[config.mk]
export PLATFORM = sky130hd
export DESIGN_NAME = mem_access_unit_flat
export DESIGN_NICKNAME = d
export VERILOG_FILES = /design/src/rtl/mem_access_unit_if.sv /design/src/rtl/mem_access_unit.sv /design/src/flat_wrapper.sv
export SDC_FILE = /design/constraint.sdc
export NUM_CORES = 1
export LEC_CHECK = 0
export CAP_MARGIN = 30
export CORE_ASPECT_RATIO = 0.5
export CORE_UTILIZATION = 42
export DETAILED_ROUTE_END_ITERATION = 8
export HOLD_SLACK_MARGIN = 0.15
export PLACE_DENSITY = 0.87
export REMOVE_ABC_BUFFERS = 1
export SLEW_MARGIN = 20
export SYNTH_ARGS = -nofsm -noshare
export SYNTH_HDL_FRONTEND = slang
export SYNTH_SLANG_ARGS = --single-unit
[constraint.sdc]
create_clock -name clk -period 4.4 [get_ports clk]
set_clock_uncertainty 0.15 [all_clocks]
set_input_delay 1.1 -clock clk [delete_from_list [all_inputs] [get_ports clk]]
set_output_delay 1.1 -clock clk [all_outputs]
set_load 0.05 [all_outputs]
[src/rtl/mem_access_unit_if.sv]
// Data-memory bus between the memory stage and the memory system.
// The unit drives the request side; the memory returns the ready, ack and read word.
interface mem_access_unit_if;
   logic        dmem_req_valid;
   logic        dmem_req_ready;
   logic [31:0] dmem_addr;
   logic        dmem_we;
   logic [3:0]  dmem_wstrb;
   logic [31:0] dmem_wdata;
   logic        dmem_rsp_valid;
   logic [31:0] dmem_rdata;

   modport master (
      output dmem_req_valid, dmem_addr, dmem_we, dmem_wstrb, dmem_wdata,
      input  dmem_req_ready, dmem_rsp_valid, dmem_rdata
   );

   modport slave (
      input  dmem_req_valid, dmem_addr, dmem_we, dmem_wstrb, dmem_wdata,
      output dmem_req_ready, dmem_rsp_valid, dmem_rdata
   );
endinterface

[src/rtl/mem_access_unit.sv]
// Memory stage: issues one bus transaction per load/store, stalls the pipeline
// until the response arrives, and registers the extended load result.
//
// state   | meaning
// --------+----------------------------------------------------------
// IDLE    | waiting for MemRead/MemWrite; legal access latched here
// REQ     | dmem_req_valid high, fields held until req_ready
// WAIT    | request accepted, waiting for dmem_rsp_valid
// DONE    | one cycle with Stall low so the pipeline advances
module mem_access_unit #(
   parameter int TIMEOUT_CYCLES = 256
) (
   input  logic              clk,
   input  logic              rst,
   input  logic              MemRead,
   input  logic              MemWrite,
   input  logic [2:0]        Funct3,
   input  logic [31:0]       ALUResult,
   input  logic [31:0]       WriteData,
   mem_access_unit_if.master dmem,
   output logic [31:0]       FinalDataMemoryRead,
   output logic              Stall,
   output logic              MisalignedFault,
   output logic              BusFault
);
   localparam logic [1:0] ST_IDLE = 2'd0;
   localparam logic [1:0] ST_REQ  = 2'd1;
   localparam logic [1:0] ST_WAIT = 2'd2;
   localparam logic [1:0] ST_DONE = 2'd3;

   // Counter is one bit wider than needed so it can run one past the limit
   // when a late handshake pushes the transaction into WAIT.
   localparam int               CNT_W    = $clog2(TIMEOUT_CYCLES) + 1;
   localparam logic [CNT_W-1:0] CNT_LAST = CNT_W'(TIMEOUT_CYCLES - 1);

   logic [1:0]       state_q, state_d;
   logic [31:0]      addr_q, addr_d;
   logic [1:0]       off_q, off_d;
   logic [2:0]       funct3_q, funct3_d;
   logic             we_q, we_d;
   logic [3:0]       wstrb_q, wstrb_d;
   logic [31:0]      wdata_q, wdata_d;
   logic [CNT_W-1:0] cnt_q, cnt_d;
   logic [31:0]      rdata_q, rdata_d;
   logic             mis_q, mis_d;
   logic             bus_q, bus_d;

   logic        access, legal, misaligned;
   logic [3:0]  wstrb_new;
   logic [31:0] wdata_new;
   logic [7:0]  lane_b;
   logic [15:0] lane_h;
   logic [31:0] load_val;

   // Decode the incoming access: legality, alignment and store lane encoding.
   always_comb begin
      access = MemRead | MemWrite;
      if (MemWrite)
         legal = (Funct3[2] == 1'b0) && (Funct3[1:0] != 2'b11);
      else
         legal = (Funct3[1:0] != 2'b11) && !(Funct3[2] && Funct3[1]);
      misaligned = ((Funct3[1:0] == 2'b01) && ALUResult[0]) ||
                   ((Funct3[1:0] == 2'b10) && (ALUResult[1:0] != 2'b00));
      wstrb_new = 4'b0000;
      wdata_new = 32'h0;
      if (MemWrite) begin
         case (Funct3[1:0])
            2'b00: begin
               wstrb_new = 4'b0001 << ALUResult[1:0];
               wdata_new = {4{WriteData[7:0]}};
            end
            2'b01: begin
               wstrb_new = 4'b0011 << ALUResult[1:0];
               wdata_new = {2{WriteData[15:0]}};
            end
            default: begin
               wstrb_new = 4'b1111;
               wdata_new = WriteData;
            end
         endcase
      end
   end

   // Pick the addressed lane of the returned word and extend it.
   always_comb begin
      lane_b = dmem.dmem_rdata[{off_q, 3'b000} +: 8];
      lane_h = off_q[1] ? dmem.dmem_rdata[31:16] : dmem.dmem_rdata[15:0];
      case (funct3_q)
         3'b000:  load_val = {{24{lane_b[7]}}, lane_b};
         3'b100:  load_val = {24'h0, lane_b};
         3'b001:  load_val = {{16{lane_h[15]}}, lane_h};
         3'b101:  load_val = {16'h0, lane_h};
         default: load_val = dmem.dmem_rdata;
      endcase
   end

   // Transaction sequencing, timeout and result capture.
   always_comb begin
      state_d  = state_q;
      addr_d   = addr_q;
      off_d    = off_q;
      funct3_d = funct3_q;
      we_d     = we_q;
      wstrb_d  = wstrb_q;
      wdata_d  = wdata_q;
      cnt_d    = cnt_q;
      rdata_d  = rdata_q;
      mis_d    = 1'b0;
      bus_d    = 1'b0;
      Stall    = 1'b0;
      case (state_q)
         ST_IDLE: begin
            if (access) begin
               if (legal && !misaligned) begin
                  addr_d   = {ALUResult[31:2], 2'b00};
                  off_d    = ALUResult[1:0];
                  funct3_d = Funct3;
                  we_d     = MemWrite;
                  wstrb_d  = wstrb_new;
                  wdata_d  = wdata_new;
                  cnt_d    = '0;
                  Stall    = 1'b1;
                  state_d  = ST_REQ;
               end else begin
                  mis_d = 1'b1;
               end
            end
         end
         ST_REQ: begin
            Stall = 1'b1;
            cnt_d = cnt_q + 1'b1;
            if (dmem.dmem_req_ready) begin
               state_d = ST_WAIT;
            end else if (cnt_q >= CNT_LAST) begin
               bus_d   = 1'b1;
               state_d = ST_DONE;
               if (!we_q) rdata_d = 32'h0;
            end
         end
         ST_WAIT: begin
            Stall = 1'b1;
            cnt_d = cnt_q + 1'b1;
            if (dmem.dmem_rsp_valid) begin
               state_d = ST_DONE;
               if (!we_q) rdata_d = load_val;
            end else if (cnt_q >= CNT_LAST) begin
               bus_d   = 1'b1;
               state_d = ST_DONE;
               if (!we_q) rdata_d = 32'h0;
            end
         end
         default: begin
            state_d = ST_IDLE;
         end
      endcase
   end

   // State and request registers; reset drops the request at once.
   always_ff @(posedge clk or posedge rst) begin
      if (rst) begin
         state_q  <= ST_IDLE;
         addr_q   <= 32'h0;
         off_q    <= 2'b00;
         funct3_q <= 3'b000;
         we_q     <= 1'b0;
         wstrb_q  <= 4'b0000;
         wdata_q  <= 32'h0;
         cnt_q    <= '0;
         rdata_q  <= 32'h0;
         mis_q    <= 1'b0;
         bus_q    <= 1'b0;
      end else begin
         state_q  <= state_d;
         addr_q   <= addr_d;
         off_q    <= off_d;
         funct3_q <= funct3_d;
         we_q     <= we_d;
         wstrb_q  <= wstrb_d;
         wdata_q  <= wdata_d;
         cnt_q    <= cnt_d;
         rdata_q  <= rdata_d;
         mis_q    <= mis_d;
         bus_q    <= bus_d;
      end
   end

   assign dmem.dmem_req_valid = (state_q == ST_REQ);
   assign dmem.dmem_addr      = addr_q;
   assign dmem.dmem_we        = we_q;
   assign dmem.dmem_wstrb     = wstrb_q;
   assign dmem.dmem_wdata     = wdata_q;
   assign FinalDataMemoryRead = rdata_q;
   assign MisalignedFault     = mis_q;
   assign BusFault            = bus_q;
endmodule

[src/flat_wrapper.sv]
// flat-port wrapper written by rule: the top's interface ports become plain ports
module mem_access_unit_flat 
#(
   parameter int TIMEOUT_CYCLES = 256
)
  (clk, rst, MemRead, MemWrite, Funct3, ALUResult, WriteData, FinalDataMemoryRead, Stall, MisalignedFault, BusFault, dmem_dmem_req_valid, dmem_dmem_addr, dmem_dmem_we, dmem_dmem_wstrb, dmem_dmem_wdata, dmem_dmem_req_ready, dmem_dmem_rsp_valid, dmem_dmem_rdata);
  mem_access_unit_if dmem_i ();
  input  logic clk;
  input  logic rst;
  input  logic MemRead;
  input  logic MemWrite;
  input  logic [2:0] Funct3;
  input  logic [31:0] ALUResult;
  input  logic [31:0] WriteData;
  output logic [31:0] FinalDataMemoryRead;
  output logic Stall;
  output logic MisalignedFault;
  output logic BusFault;
  output wire logic [$bits(dmem_i.dmem_req_valid)-1:0] dmem_dmem_req_valid;
  output wire logic [$bits(dmem_i.dmem_addr)-1:0] dmem_dmem_addr;
  output wire logic [$bits(dmem_i.dmem_we)-1:0] dmem_dmem_we;
  output wire logic [$bits(dmem_i.dmem_wstrb)-1:0] dmem_dmem_wstrb;
  output wire logic [$bits(dmem_i.dmem_wdata)-1:0] dmem_dmem_wdata;
  input wire logic [$bits(dmem_i.dmem_req_ready)-1:0] dmem_dmem_req_ready;
  input wire logic [$bits(dmem_i.dmem_rsp_valid)-1:0] dmem_dmem_rsp_valid;
  input wire logic [$bits(dmem_i.dmem_rdata)-1:0] dmem_dmem_rdata;
  assign dmem_dmem_req_valid = dmem_i.dmem_req_valid;
  assign dmem_dmem_addr = dmem_i.dmem_addr;
  assign dmem_dmem_we = dmem_i.dmem_we;
  assign dmem_dmem_wstrb = dmem_i.dmem_wstrb;
  assign dmem_dmem_wdata = dmem_i.dmem_wdata;
  assign dmem_i.dmem_req_ready = dmem_dmem_req_ready;
  assign dmem_i.dmem_rsp_valid = dmem_dmem_rsp_valid;
  assign dmem_i.dmem_rdata = dmem_dmem_rdata;
  mem_access_unit #(.TIMEOUT_CYCLES(TIMEOUT_CYCLES)) u_core (.clk(clk), .rst(rst), .MemRead(MemRead), .MemWrite(MemWrite), .Funct3(Funct3), .ALUResult(ALUResult), .WriteData(WriteData), .dmem(dmem_i), .FinalDataMemoryRead(FinalDataMemoryRead), .Stall(Stall), .MisalignedFault(MisalignedFault), .BusFault(BusFault));
endmodule
# Word-level counts from Yosys, hierarchy flattened

Index checks and enable logic that the tools add are counted.
Widths: inputs -> output; s select.

Add/subtract/negate cells: 1
Magnitude comparators: 1
Eq/ne operators: 12
Shift operators: 3
Bitwise operators: 2
Div/mod/pow operators: 0
Mux-type cells: 32
Multiply operators: 0
Reductions and logical operators: 20

Operator list:

| operator            | count |
|---|---|
| $mux 32             | 6 |
| $pmux 32 s2         | 2 |
| $pmux 32 s4         | 1 |
| $shiftx 32x6->8     | 1 |
| $mux 9              | 2 |
| $pmux 9 s2          | 1 |
| $mux 16             | 1 |
| $mux 2              | 5 |
| $add 9x1->9 const B | 1 |
| $ge 9x8->1 const B  | 1 |
| $mux 1              | 9 |
| $reduce_and 3->1    | 3 |
| $pmux 4 s2          | 1 |
| $eq 3x3->1 const B  | 2 |
| $logic_and 1x1->1   | 6 |
| $pmux 2 s3          | 1 |
| $reduce_bool 2->1   | 3 |
| $eq 2x1->1 const B  | 2 |
| $eq 2x2->1 const B  | 2 |
| $logic_not 2->1     | 2 |
| $mux 4              | 1 |
| $ne 2x1->1 const B  | 2 |
| $ne 2x2->1 const B  | 2 |
| $pmux 1 s2          | 2 |
| other kinds (11)    | 12 |

Word-level logic and storage cells: 82
Memory bits (read-only): 0
RAM bits: 0
Memories kept: 0
Bits in latches: 0
Output and inout port bits: 105
Bits in registers: 117
Input bits: 105

# Depth between registers and ports, before layout

Gate-level depths: netlist of run 1.

Word-level depth: 8
Depth in mapped cells: 10
Depth with buffers taken out: 9

# Worst setup path after synthesis of run 1

No wires, ideal clock.

Kind: input -> output
From: input port Funct3[0]
To: output port Stall
Stages: 7
Slack: 599 ps
Buffers on the path: 4
Arrival time: 2551 ps
Required time: 3150 ps
Cells stage by stage: buf_4 > a221oi_4 > o21bai_1 > buf_6 > buf_6 > buf_6 > a21oi_2

Cells in the longest elaborated chain, start to end: 8
Elaborated cells between the ends (all ways): 14
Those cells by class: 3 x eq/ne; 4 x mux; 7 x reduce/logical

RTL lines:

| item                                     | RTL line                                     | source |
|---|---|---|
| from (decl)                              | flat_wrapper.sv:12                           | `input logic [2:0] Funct3;` |
| $eq 2x1->1 or $eq 2x2->1 (tied branches) | mem_access_unit.sv:62, mem_access_unit.sv:63 |  |
| $logic_and 1x1->1 (on tied branches)     | mem_access_unit.sv:62, mem_access_unit.sv:63 |  |
| $logic_or 1x1->1                         | mem_access_unit.sv:62                        | `misaligned = ((Funct3[1:0] == 2'b01) && ALUResult[0]) \|\|` |
| $logic_not 1->1                          | mem_access_unit.sv:114                       | `if (legal && !misaligned) begin` |
| $logic_and 1x1->1 (*)                    | mem_access_unit.sv:114                       |  |
| $mux 1 (*)                               | mem_access_unit.sv:114                       |  |
| $mux 1 (*)                               | mem_access_unit.sv:113                       | `if (access) begin` |
| $pmux 1 s2 (*)                           | mem_access_unit.sv:111                       | `case (state_q)` |
| to (decl)                                | flat_wrapper.sv:16                           | `output logic Stall;` |

Mark *: on every way between the ends. The rest lies on a longest branch, timed or not.

# Worst setup path after layout of run 1

From: input port ALUResult[0]
To: output port Stall

Cells in the longest elaborated chain, start to end: 8
Elaborated cells between the ends (all ways): 9
Those cells by class: 3 x mux; 6 x reduce/logical

RTL lines:

| item                  | RTL line               | source |
|---|---|---|
| from (decl)           | flat_wrapper.sv:13     | `input logic [31:0] ALUResult;` |
| $reduce_bool 2->1     | mem_access_unit.sv:63  | `((Funct3[1:0] == 2'b10) && (ALUResult[1:0] != 2'b00));` |
| $logic_and 1x1->1     | mem_access_unit.sv:63  |  |
| $logic_or 1x1->1 (*)  | mem_access_unit.sv:62  |  |
| $logic_not 1->1 (*)   | mem_access_unit.sv:114 |  |
| $logic_and 1x1->1 (*) | mem_access_unit.sv:114 |  |
| $mux 1 (*)            | mem_access_unit.sv:114 |  |
| $mux 1 (*)            | mem_access_unit.sv:113 |  |
| $pmux 1 s2 (*)        | mem_access_unit.sv:111 |  |

Marks and branches as above.

==> flow_metrics.py, run 1 <==
metrics = {
    "yosys": {
        "syn_area_um2": 6110,
        "synthCells": 580,
        "synth-main-ff-cell": "dfrtp_1",
        "ys_seq_area_share_pct": 47.9,
        "synth.distinct_cells": 55,
        "synth_top_area_share_pct": 47.9,
        "ys_seq_elements": 117,
        "avgSynthCellArea_um2": 10.5,
        "yosysTopAreaCell": "dfrtp_1",
        "synth_edf_count": 0,
        "synthArstFlopShare_pct": 100,
        "synth_warnings": 0,
        "synth.area.top_cells": "dfrtp_1 48%, mux2_4 9.3%, nand2_1 7.0%",
    },
    "place": {
        "io_buffers": 207,
        "place_ws_ns": 0.543,
        "hpwl_mm": 11.8,
        "dpl_cell_area_um2": 8280,
        "finalWeightedCongestion": 0.829,
    },
    "clocking": {
        "insertion_delay_ns": 0.41,
        "post_cts_buffers": 0,
        "clockRootBuffer": "clkbuf_16",
        "cts-htree-levels": 4,
        "ctsResizeCount": 0,
        "numCtsBuffers": 17,
        "path_clk_slew_ns": 0.06,
        "clock-sinks": 117,
        "hold_buffers": 0,
        "cts_tree": "yes",
        "cts.path.max_buffers": 2,
    },
    "detailed_routing": {
        "ant_nets": 0,
        "routedWlPerCell_um": 18.0,
        "wl_mm": 17.6,
        "drt_iter0_markers": 365,
        "drt-pass1-iter-count": 4,
        "remaining_drc_errors": 0,
        "via_per_inst": 5.35,
        "via_count": 5234,
    },
    "sta": {
        "hold_viol": 0,
        "setup_viol_count_final": 0,
        "rsz0062_at_grt": "no",
        "slew-limit-headroom_pct": 44.4,
        "worstMarginPinSlew_ns": 0.831,
        "period_needed_ns": 3.86,
        "final.setup.worst_slack_ns": 0.542,
        "finalSetupTns_ns": 0,
        "max_freq_ghz": 0.259,
        "hold-worst-slack_ns": 0.336,
        "period_share_pct": 87.7,
        "finalMaxSlewViolations": 0,
    },
    "grt": {
        "busiest_layer": "met2",
        "grt_max_degree": 109,
        "use_met2_pct": 40.7,
        "grt_use_met1_pct": 28.5,
        "grt_pass1_vias": 5341,
        "antenna_found_initial": 0,
        "grtUsageMet3_pct": 4.01,
        "grt-ovfl-total": 0,
        "grt_usage_pct": 23.6,
        "grt_first_pass_wirelength_mm": 27.8,
    },
    "critical_path": {
        "r2r_end": "u_core.FinalDataMemoryRead[21]$_DFFE_PP0P_",
        "rrSetupSlack_ns": 1.45,
        "r2r_cells": 9,
        "worstPathMaxFanout": 8,
        "cp.arrival_ns": 2.61,
        "cp_slowest_stage_delay_ns": 0.60,
        "path_cells": "clkdlybuf4s50_1 -> a221oi_4 -> o21bai_4 -> a21oi_2 -> buf_12",
        "worst_path_dominant_cell_family": "buffers and inverters",
        "end_kind": "output pin",
        "setup.worst_path.class": "input pin to output pin",
        "cp_data_required_time_ns": 3.15,
        "worstSetupStartpointType": "input pin",
        "timing.rr.start": "u_core.cnt_q[0]$_DFFE_PP0P_",
        "slowest_stage": "clkdlybuf4s50_1",
        "critPathBufInv": 2,
    },
    "layout": {
        "layout.nets": 884,
        "syn2layout_area_growth_pct": 45.8,
        "drive_above_1_share_pct": 15.4,
        "final_util_pct": 64.2,
        "antenna_cells": 0,
        "final_area_um2": 8920,
    },
    "die": {
        "core_um2": 13900,
        "die_height_um": 87.3,
        "fp.dieW_um": 173,
        "std_cell_rows": 30,
        "ios": 210,
        "dieArea_um2": 15100,
        "start_util_pct": 44.0,
    },
    "power": {
        "ir_drop_mv": 0.362,
        "powerDensity_nw_per_um2": 829,
        "p_leak_nw": 3.93,
    },
    "status": {
        "status": "complete, no violations",
    },
    "hold_path": {
        "holdPathStages": 2,
        "worst_hold_path.endpoint": "u_core.dmem.dmem_wdata[22]$_DFFE_PP0P_",
        "hp-class": "register to register",
        "min_from": "u_core.dmem.dmem_wdata[22]$_DFFE_PP0P_",
    },
    "job": {
        "cap_violations": 0,
    },
}
[metrics by stage]
| step | power (mW) | instances |
|---|---|---|
| after floorplan | 4.56 | 536 |
| after global placement | 5.85 | 945 |
| after detailed placement | 5.93 | 945 |
| after CTS | 7.42 | 977 |
| after global routing | 7.71 | 978 |
| final | 7.40 | 978 |
[power by group]
part,leakage [nW],internal [mW],switching [mW],total [mW]
sequential,1.49,1.54,0.369,1.91
clock,0.286,0.894,0.544,1.44
combinational,2.15,1.52,2.53,4.05
total,3.93,3.96,3.44,7.40
[cells in the final DEF (no fill, tap or decap), types with 3 or more instances in the layout]
cell	n
clkdlybuf4s50_1	206
buf_4	9
o31ai_1	6
clkbuf_16	17
mux2_4	38
mux2i_1	8
a22o_1	17
a211o_1	7
nor2_1	10
inv_6	3
mux2_2	23
clkinvlp_4	4
bufinv_16	3
ha_1	6
clkinv_2	3
o21ai_1	9
o21ai_0	57
inv_1	6
or3_1	7
dfrtp_1	117
a21oi_1	13
nor3_1	3
nand3_1	21
nand2_1	114
nand2b_1	13
o2bb2ai_1	7
a32o_1	8
and3b_1	7
[how the worst max path moves through the flow]
| stage | cells past startpoint | end | slack [ns] | start |
|---|---|---|---|---|
| global placement | 5 | Stall | 0.58 | ALUResult[0] |
| detailed placement | 5 | Stall | 0.54 | ALUResult[0] |
| floorplan | 3 | Stall | -4.02 | Funct3[0] |
| CTS | 5 | Stall | 0.54 | ALUResult[0] |
| global route | 5 | Stall | 0.48 | ALUResult[0] |
| finish | 5 | Stall | 0.54 | ALUResult[0] |
[Yosys cell counts (9+ instances only)]
| cell type | count |
|---|---|
| dfrtp_1 | 117 |
| nand2_1 | 114 |
| o21ai_0 | 57 |
| mux2_4 | 38 |
| mux2_2 | 23 |
| clkbuf_1 | 22 |
| nand3_1 | 21 |
| a22o_1 | 17 |
| a21oi_1 | 13 |
| nand2b_1 | 13 |
| buf_2 | 10 |
| nor2_1 | 10 |
| buf_6 | 9 |
| o21ai_1 | 9 |
[sequential cells by signal (all words and copies together) (netlist names)]
register                    flops
u_core.dmem.dmem_wdata         32
u_core.cnt_q                    9
u_core.off_q                    2
u_core.funct3_q                 3
u_core.dmem.dmem_wstrb          4
u_core.BusFault                 1
u_core.FinalDataMemoryRead     32
u_core.dmem.dmem_addr          30
u_core.dmem.dmem_we             1
u_core.MisalignedFault          1
u_core.state_q                  2
[routing by layer]
layer  vias up  wire length [um]
li1       2441                 -
met1      2594              7160
met5         -                 0
met3        48               733
met4         0               630
met2       151              9100
[final cells by class]
class	instances	area (um2)
clock buffers	17	425
clock inverters	15	179
fillers	1050	4970
inverters	8	32.5
multi-input cells	411	2910
flip-flops and latches	117	2930
well taps	192	240
repair buffers	218	2200
[cells by family after synthesis]
| group | count (synthesis) | share of synthesized area [%] |
|---|---|---|
| AOI/OAI and AO/OA | 146 | 16.6 |
| buffers and inverters | 53 | 4.81 |
| DFF | 117 | 47.9 |
| other | 1 | 0.0613 |
| muxes | 69 | 14.9 |
| and+or+nand+nor | 188 | 14.6 |
| adders and majority gates | 6 | 1.23 |
[tightest hold or removal path, stage by stage, from the launching register on]
cell     delay, ns
dfrtp_1       0.34
nand2_1       0.05
o21ai_0       0.06
(Power assumes the default switching activity.)
==> run 2: changes to the inputs <==
--- a/config.mk
+++ b/config.mk
@@ -9,6 +9,7 @@
 export CORE_ASPECT_RATIO = 0.5
 export CORE_UTILIZATION = 42
 export DETAILED_ROUTE_END_ITERATION = 8
+export GPL_ROUTABILITY_DRIVEN = 0
 export HOLD_SLACK_MARGIN = 0.15
 export PLACE_DENSITY = 0.87
 export REMOVE_ABC_BUFFERS = 1
==> results of run 2 <==
The final DEF is identical to that of run 1; final timing and power are the same.
==> run 3: changes to the inputs <==
--- a/config.mk
+++ b/config.mk
@@ -5,7 +5,7 @@
 export SDC_FILE = /design/constraint.sdc
 export NUM_CORES = 1
 export LEC_CHECK = 0
-export CAP_MARGIN = 30
+export CAP_MARGIN = 20
 export CORE_ASPECT_RATIO = 0.5
 export CORE_UTILIZATION = 42
 export DETAILED_ROUTE_END_ITERATION = 8
==> run 3 against run 2 <==
  * Wire length increased by 0.15%
  * Critical path type unchanged
  * Die area unchanged
  * Largest power group unchanged
  * Worst setup slack improved by 0.0038 ns
  * Critical endpoint unchanged
  * Non-clock buffer count decreased by 1
  * Highest routed layer unchanged
  * Hold slack got worse by 0.0026 ns
  * Count of clock-buffer cells in the layout unchanged
==> flow_metrics.py, run 3 (same netlist as run 1, synthesis figures left out) <==
metrics = {
    "critical_path": {
        "rrSetupSlack_ns": 1.45,
        "cp.arrival_ns": 2.60,
        "timing.rr.start": "u_core.cnt_q[0]$_DFFE_PP0P_",
        "end_kind": "output pin",
        "cp_data_required_time_ns": 3.15,
        "r2r_end": "u_core.FinalDataMemoryRead[21]$_DFFE_PP0P_",
        "worstSetupStartpointType": "input pin",
        "worstPathMaxFanout": 8,
        "r2r_cells": 9,
        "setup.worst_path.class": "input pin to output pin",
    },
    "detailed_routing": {
        "wl_mm": 17.6,
        "drt-pass1-iter-count": 5,
        "routedWlPerCell_um": 18.1,
        "via_count": 5203,
        "ant_nets": 0,
        "drt_iter0_markers": 372,
        "remaining_drc_errors": 0,
        "via_per_inst": 5.33,
    },
    "place": {
        "dp.cells": 945,
        "hpwl_mm": 11.8,
        "dpl_cell_area_um2": 8280,
        "place_ws_ns": 0.543,
        "io_buffers": 207,
    },
    "power": {
        "ir_drop_mv": 0.359,
        "p_leak_nw": 3.91,
        "p_total_mw": 7.40,
        "powerDensity_nw_per_um2": 832,
    },
    "sta": {
        "hold-worst-slack_ns": 0.334,
        "period_needed_ns": 3.85,
        "finalMaxSlewViolations": 0,
        "hold_viol": 0,
        "final.setup.worst_slack_ns": 0.546,
        "max_freq_ghz": 0.259,
        "period_share_pct": 87.6,
        "slew-limit-headroom_pct": 42.7,
        "setup_viol_count_final": 0,
        "rsz0062_at_grt": "no",
        "worstMarginPinSlew_ns": 0.859,
    },
    "clocking": {
        "cts_tree": "yes",
        "clock-sinks": 117,
        "ctsResizeCount": 0,
        "insertion_delay_ns": 0.41,
        "post_cts_buffers": 0,
        "clockRootBuffer": "clkbuf_16",
        "path_clk_slew_ns": 0.05,
        "numCtsBuffers": 17,
        "hold_buffers": 0,
        "cts.path.max_buffers": 2,
        "cts-htree-levels": 4,
    },
    "layout": {
        "drive_above_1_share_pct": 15.3,
        "layout_commonest_cell": "clkdlybuf4s50_1",
        "final_area_um2": 8890,
        "mostFrequentLayoutCells": "206 x clkdlybuf4s50_1, 117 x dfrtp_1, 114 x nand2_1, 57 x o21ai_0, 38 x mux2_4",
        "n_fill_cell": 1057,
        "antenna_cells": 0,
        "syn2layout_area_growth_pct": 45.4,
        "fin_cells": 977,
        "layout.nets": 883,
    },
    "grt": {
        "grt_max_degree": 109,
        "grt_usage_pct": 23.6,
        "antenna_found_initial": 0,
        "grt-ovfl-total": 0,
        "grt_pass1_vias": 5341,
        "grt_first_pass_wirelength_mm": 27.8,
    },
    "hold_path": {
        "worst_hold_path.endpoint": "u_core.dmem.dmem_wdata[5]$_DFFE_PP0P_",
        "hp-class": "register to register",
        "holdPathStages": 2,
        "min_from": "u_core.dmem.dmem_wdata[5]$_DFFE_PP0P_",
    },
    "job": {
        "cap_violations": 0,
    },
    "die": {
        "start_util_pct": 44.0,
        "core_um2": 13900,
        "std_cell_rows": 30,
        "die_height_um": 87.3,
        "dieArea_um2": 15100,
        "ios": 210,
        "fp.dieW_um": 173,
    },
    "status": {
        "status": "complete, no violations",
    },
}
## run 3: worst max-delay path, cell delays in order
cell	delay (ns)
clkdlybuf4s50_1	0.59
a221oi_4	0.41
o21bai_4	0.13
a21oi_2	0.21
buf_12	0.16
## run 3: cell type report
type / instances / area, um2 / share of cell area [%]
Inverter: 8 / 32.5 / 0.366
Multi-Input combinational cell: 411 / 2910 / 32.8
Tap cell: 192 / 240 / 2.70
Sequential cell: 117 / 2930 / 32.9
Timing Repair Buffer: 217 / 2170 / 24.4
Clock inverter: 15 / 179 / 2.01
Clock buffer: 17 / 425 / 4.79
## run 3: power breakdown
group,switching [mW],internal [mW]
logic,2.53,1.52
registers,0.369,1.54
clock network,0.544,0.894
## run 3: worst max-delay path by stage
stage                 startpoint  endpoint  slack (ns)  cells past startpoint
finish              ALUResult[0]     Stall        0.55                      5
global route        ALUResult[0]     Stall        0.48                      5
CTS                 ALUResult[0]     Stall        0.54                      5
detailed placement  ALUResult[0]     Stall        0.54                      5
global placement    ALUResult[0]     Stall        0.58                      5
floorplan              Funct3[0]     Stall       -4.02                      3
## run 3: metal layers
layer  GRT usage (%)  vias up  wire length [um]
li1                -     2437                 -
met1            28.5     2578              7360
met2            40.7      142              9040
met3            4.01       46               637
met4            14.0        0               607
met5               0        -                 0
## run 3: per-stage QoR
step | TNS (ns) | util, %
2_1_floorplan | -187.32 | -
3_3_place_gp | 0 | 59.6
3_5_place_dp | 0 | 59.6
4_1_cts | 0 | 64.0
5_1_grt | 0 | 64.0
6_report | 0 | 64.0
==> edit: new RTL, flow settings as in run 2 <==
`TIMEOUT_CYCLES` is set to 256 in 2 places; all go to 512.
--- a/src/rtl/mem_access_unit.sv
+++ b/src/rtl/mem_access_unit.sv
@@ -10,3 +10,3 @@
 module mem_access_unit #(
-   parameter int TIMEOUT_CYCLES = 256
+   parameter int TIMEOUT_CYCLES = 512
 ) (
--- a/src/flat_wrapper.sv
+++ b/src/flat_wrapper.sv
@@ -3,3 +3,3 @@
 #(
-   parameter int TIMEOUT_CYCLES = 256
+   parameter int TIMEOUT_CYCLES = 512
 )
Function: same outputs for any inputs over 4 cycles, from zero or initial values and one cycle with rst high; that may be too few to reach the edited logic, so the function may still have changed.
==> edit against run 2 <==
Synthesized area fell by 4.1%. Global-route usage rose by 1.1 points. Hold slack got worse by 8.8 ps. Power fell by 0.23%. Setup slack got worse by 240 ps. Sequential power rose by 2%. Sequential share of layout area rose by 1.0 points. Via count rose by 1.9%. Sequential cell count rose by 1. Routed wire length fell by 0.39%. Final area fell by 2.2%. Critical path type unchanged. Largest cell class unchanged. Highest routed layer unchanged.
==> edit: results (changes against run 2) <==
| Metric | Value |
|---|---|
| Status | finished, final reports clean |
| Slowest-stage cell, CP | clkdlybuf4s50_1 |
| Clock Latency Late Sink | 410 ps (about the same) |
| Relative slew slack | 42.2% (-2.2 points) |
| GRT Total Usage | 24.7% (+1.1 points) |
| CTS buffer count | 17 (unchanged) |
| Most used DFF post-synth | dfrtp_1 |
| Net count, final | 885 (+0.11%) |
| Drt pass-1 iters | 5 (+1) |
| Mapped Cells | 585 (+0.86%) |
| Diode count | 0 (unchanged) |
| Worst path max stage delay | 580 ps (-20 ps) |
| Hpwl dp | 11700 um (-0.46%) |
| Synth warn | 0 (unchanged) |
| Clk slew on worst S/H paths | 60 ps (about the same) |
| CTS Buffer Depth | 2 (unchanged) |
| Setup Buffers After CTS | 0 (unchanged) |
| IR Drop Worst-Case VDD | 422 uV (+16%) |
| Max-cap violation count | 0 (unchanged) |
| Switching power total | 3.44 mW (+0.11%) |
| Share of cells above drive strength 1 | 13.7% (-1.7 points) |
| PostCTS Resize Cnt | 0 (unchanged) |
| Largest cells by area after synthesis | dfrtp_1 50%, mux2_2 12%, o21ai_0 8.0%, nand2_1 6.4%, clkbuf_1 2.6% |
| Distinct cells, synth | 42 (-24%) |
| Leakage | 3.66 nW (-6.8%) |
| Sequential fraction of the synthesis area | 50.4% (+2.5 points) |
| WP data arrival | 2850 ps (+240 ps) |
| Max FO, Critical Path | 6 (-2) |
| HP Class | register to register |
| Top cells by count, synth | 118 x dfrtp_1, 100 x nand2_1, 94 x o21ai_0 |
| Placed cells | 947 (+0.21%) |
| Global-route wire length before repair | 27700 um (about the same) |
| Routed vias/inst | 5.45 (+1.8%) |
| Initial antenna violation count | 0 (unchanged) |
| Layout Cells excl Fill | 979 (+0.10%) |
| Drt total wl | 17600 um (-0.39%) |
| Largest net degree at the start of global routing | 110 (+0.92%) |
| Port Buf Inserts | 207 (unchanged) |
| DR iter-0 viols | 356 (-2.5%) |
| H-tree levels | 4 (unchanged) |
| Synth async-reset ratio | 100% (unchanged) |
| Root buf cell | clkbuf_16 |
## edit: cell types whose count changed after synthesis, sizes merged, moves of 10 or more
cell,before,now
buf,23,8
nand2,114,100
a21oi,14,24
clkbuf,22,40
o21ai,66,94
nand3,21,5
## edit: path summary, 6_finish.rpt
check                                         startpoint  depth (start not counted)  slack (ps)                                     to
min reg2reg                  u_core.cnt_q[9]$_DFFE_PP0P_                          1         330            u_core.cnt_q[9]$_DFFE_PP0P_
min                          u_core.cnt_q[9]$_DFFE_PP0P_                          1         330            u_core.cnt_q[9]$_DFFE_PP0P_
min in group asynchronous                            rst                          2         990            u_core.cnt_q[7]$_DFFE_PP0P_
max reg2reg                u_core.state_q[1]$_DFFE_PP0P_                          7        1800         u_core.funct3_q[0]$_DFFE_PP0P_
max                                            Funct3[0]                          5         300                                  Stall
max in group asynchronous                            rst                          3        2260  u_core.dmem.dmem_wstrb[3]$_DFFE_PP0P_
## edit: per-stage QoR
step	hold WS (ps)	cell area, um2	worst slack, ps	setup TNS (ps)	util [%]
floorplan	287	5680	-705	-705	-
global placement	308	8100	344	0	59.6
detailed placement	312	8100	332	0	59.6
CTS	325	8700	312	0	64.0
global route	351	8720	245	0	64.2
finish	328	8720	303	0	64.2
## edit: power by group through the flow
stage                     Combinational (mW)  Sequential [mW]  Clock, mW
final                                   4.02             1.95       1.41
after global routing                    4.21             2.02       1.48
after CTS                               4.01             1.94       1.43
after detailed placement                3.99             1.95          0
after global placement                  3.91             1.93          0
after floorplan                        0.981             3.51          0
## edit: cell families after synthesis
logic type / after synthesis / share of synthesized area, %
buffers and inverters: 54 / 3.61
AOI/OAI and AO/OA: 183 / 19.5
and+or+nand+nor: 155 / 12.3
muxes: 69 / 13.1
other: 1 / 0.0640
DFF: 118 / 50.4
adders and majority gates: 5 / 1.07
## edit: metal layers
| metal | track usage (%) | share of wire [%] | wire length, um | vias up |
|---|---|---|---|---|
| li1 | - | - | - | 2475 |
| met1 | 30.1 | 41 | 7120 | 2632 |
| met2 | 42.9 | 51 | 8980 | 186 |
| met3 | 5.12 | 5.4 | 953 | 43 |
| met4 | 10.7 | 2.8 | 493 | 0 |
| met5 | 0 | 0 | 0 | - |
## edit: worst max-delay path: cells and delay by family
kind,cells,cell delay (ps)
compound gates,2,490
simple gates,1,500
buf+inv,2,760
## edit: layout make-up
class / instances / area (um2)
Clock buffer: 22 / 474
Inverter: 6 / 25.0
Clock inverter: 9 / 125
Sequential cell: 118 / 2950
Fill cell: 1045 / 4870
Multi-Input combinational cell: 414 / 2710
Timing Repair Buffer: 218 / 2190
Tap cell: 192 / 240
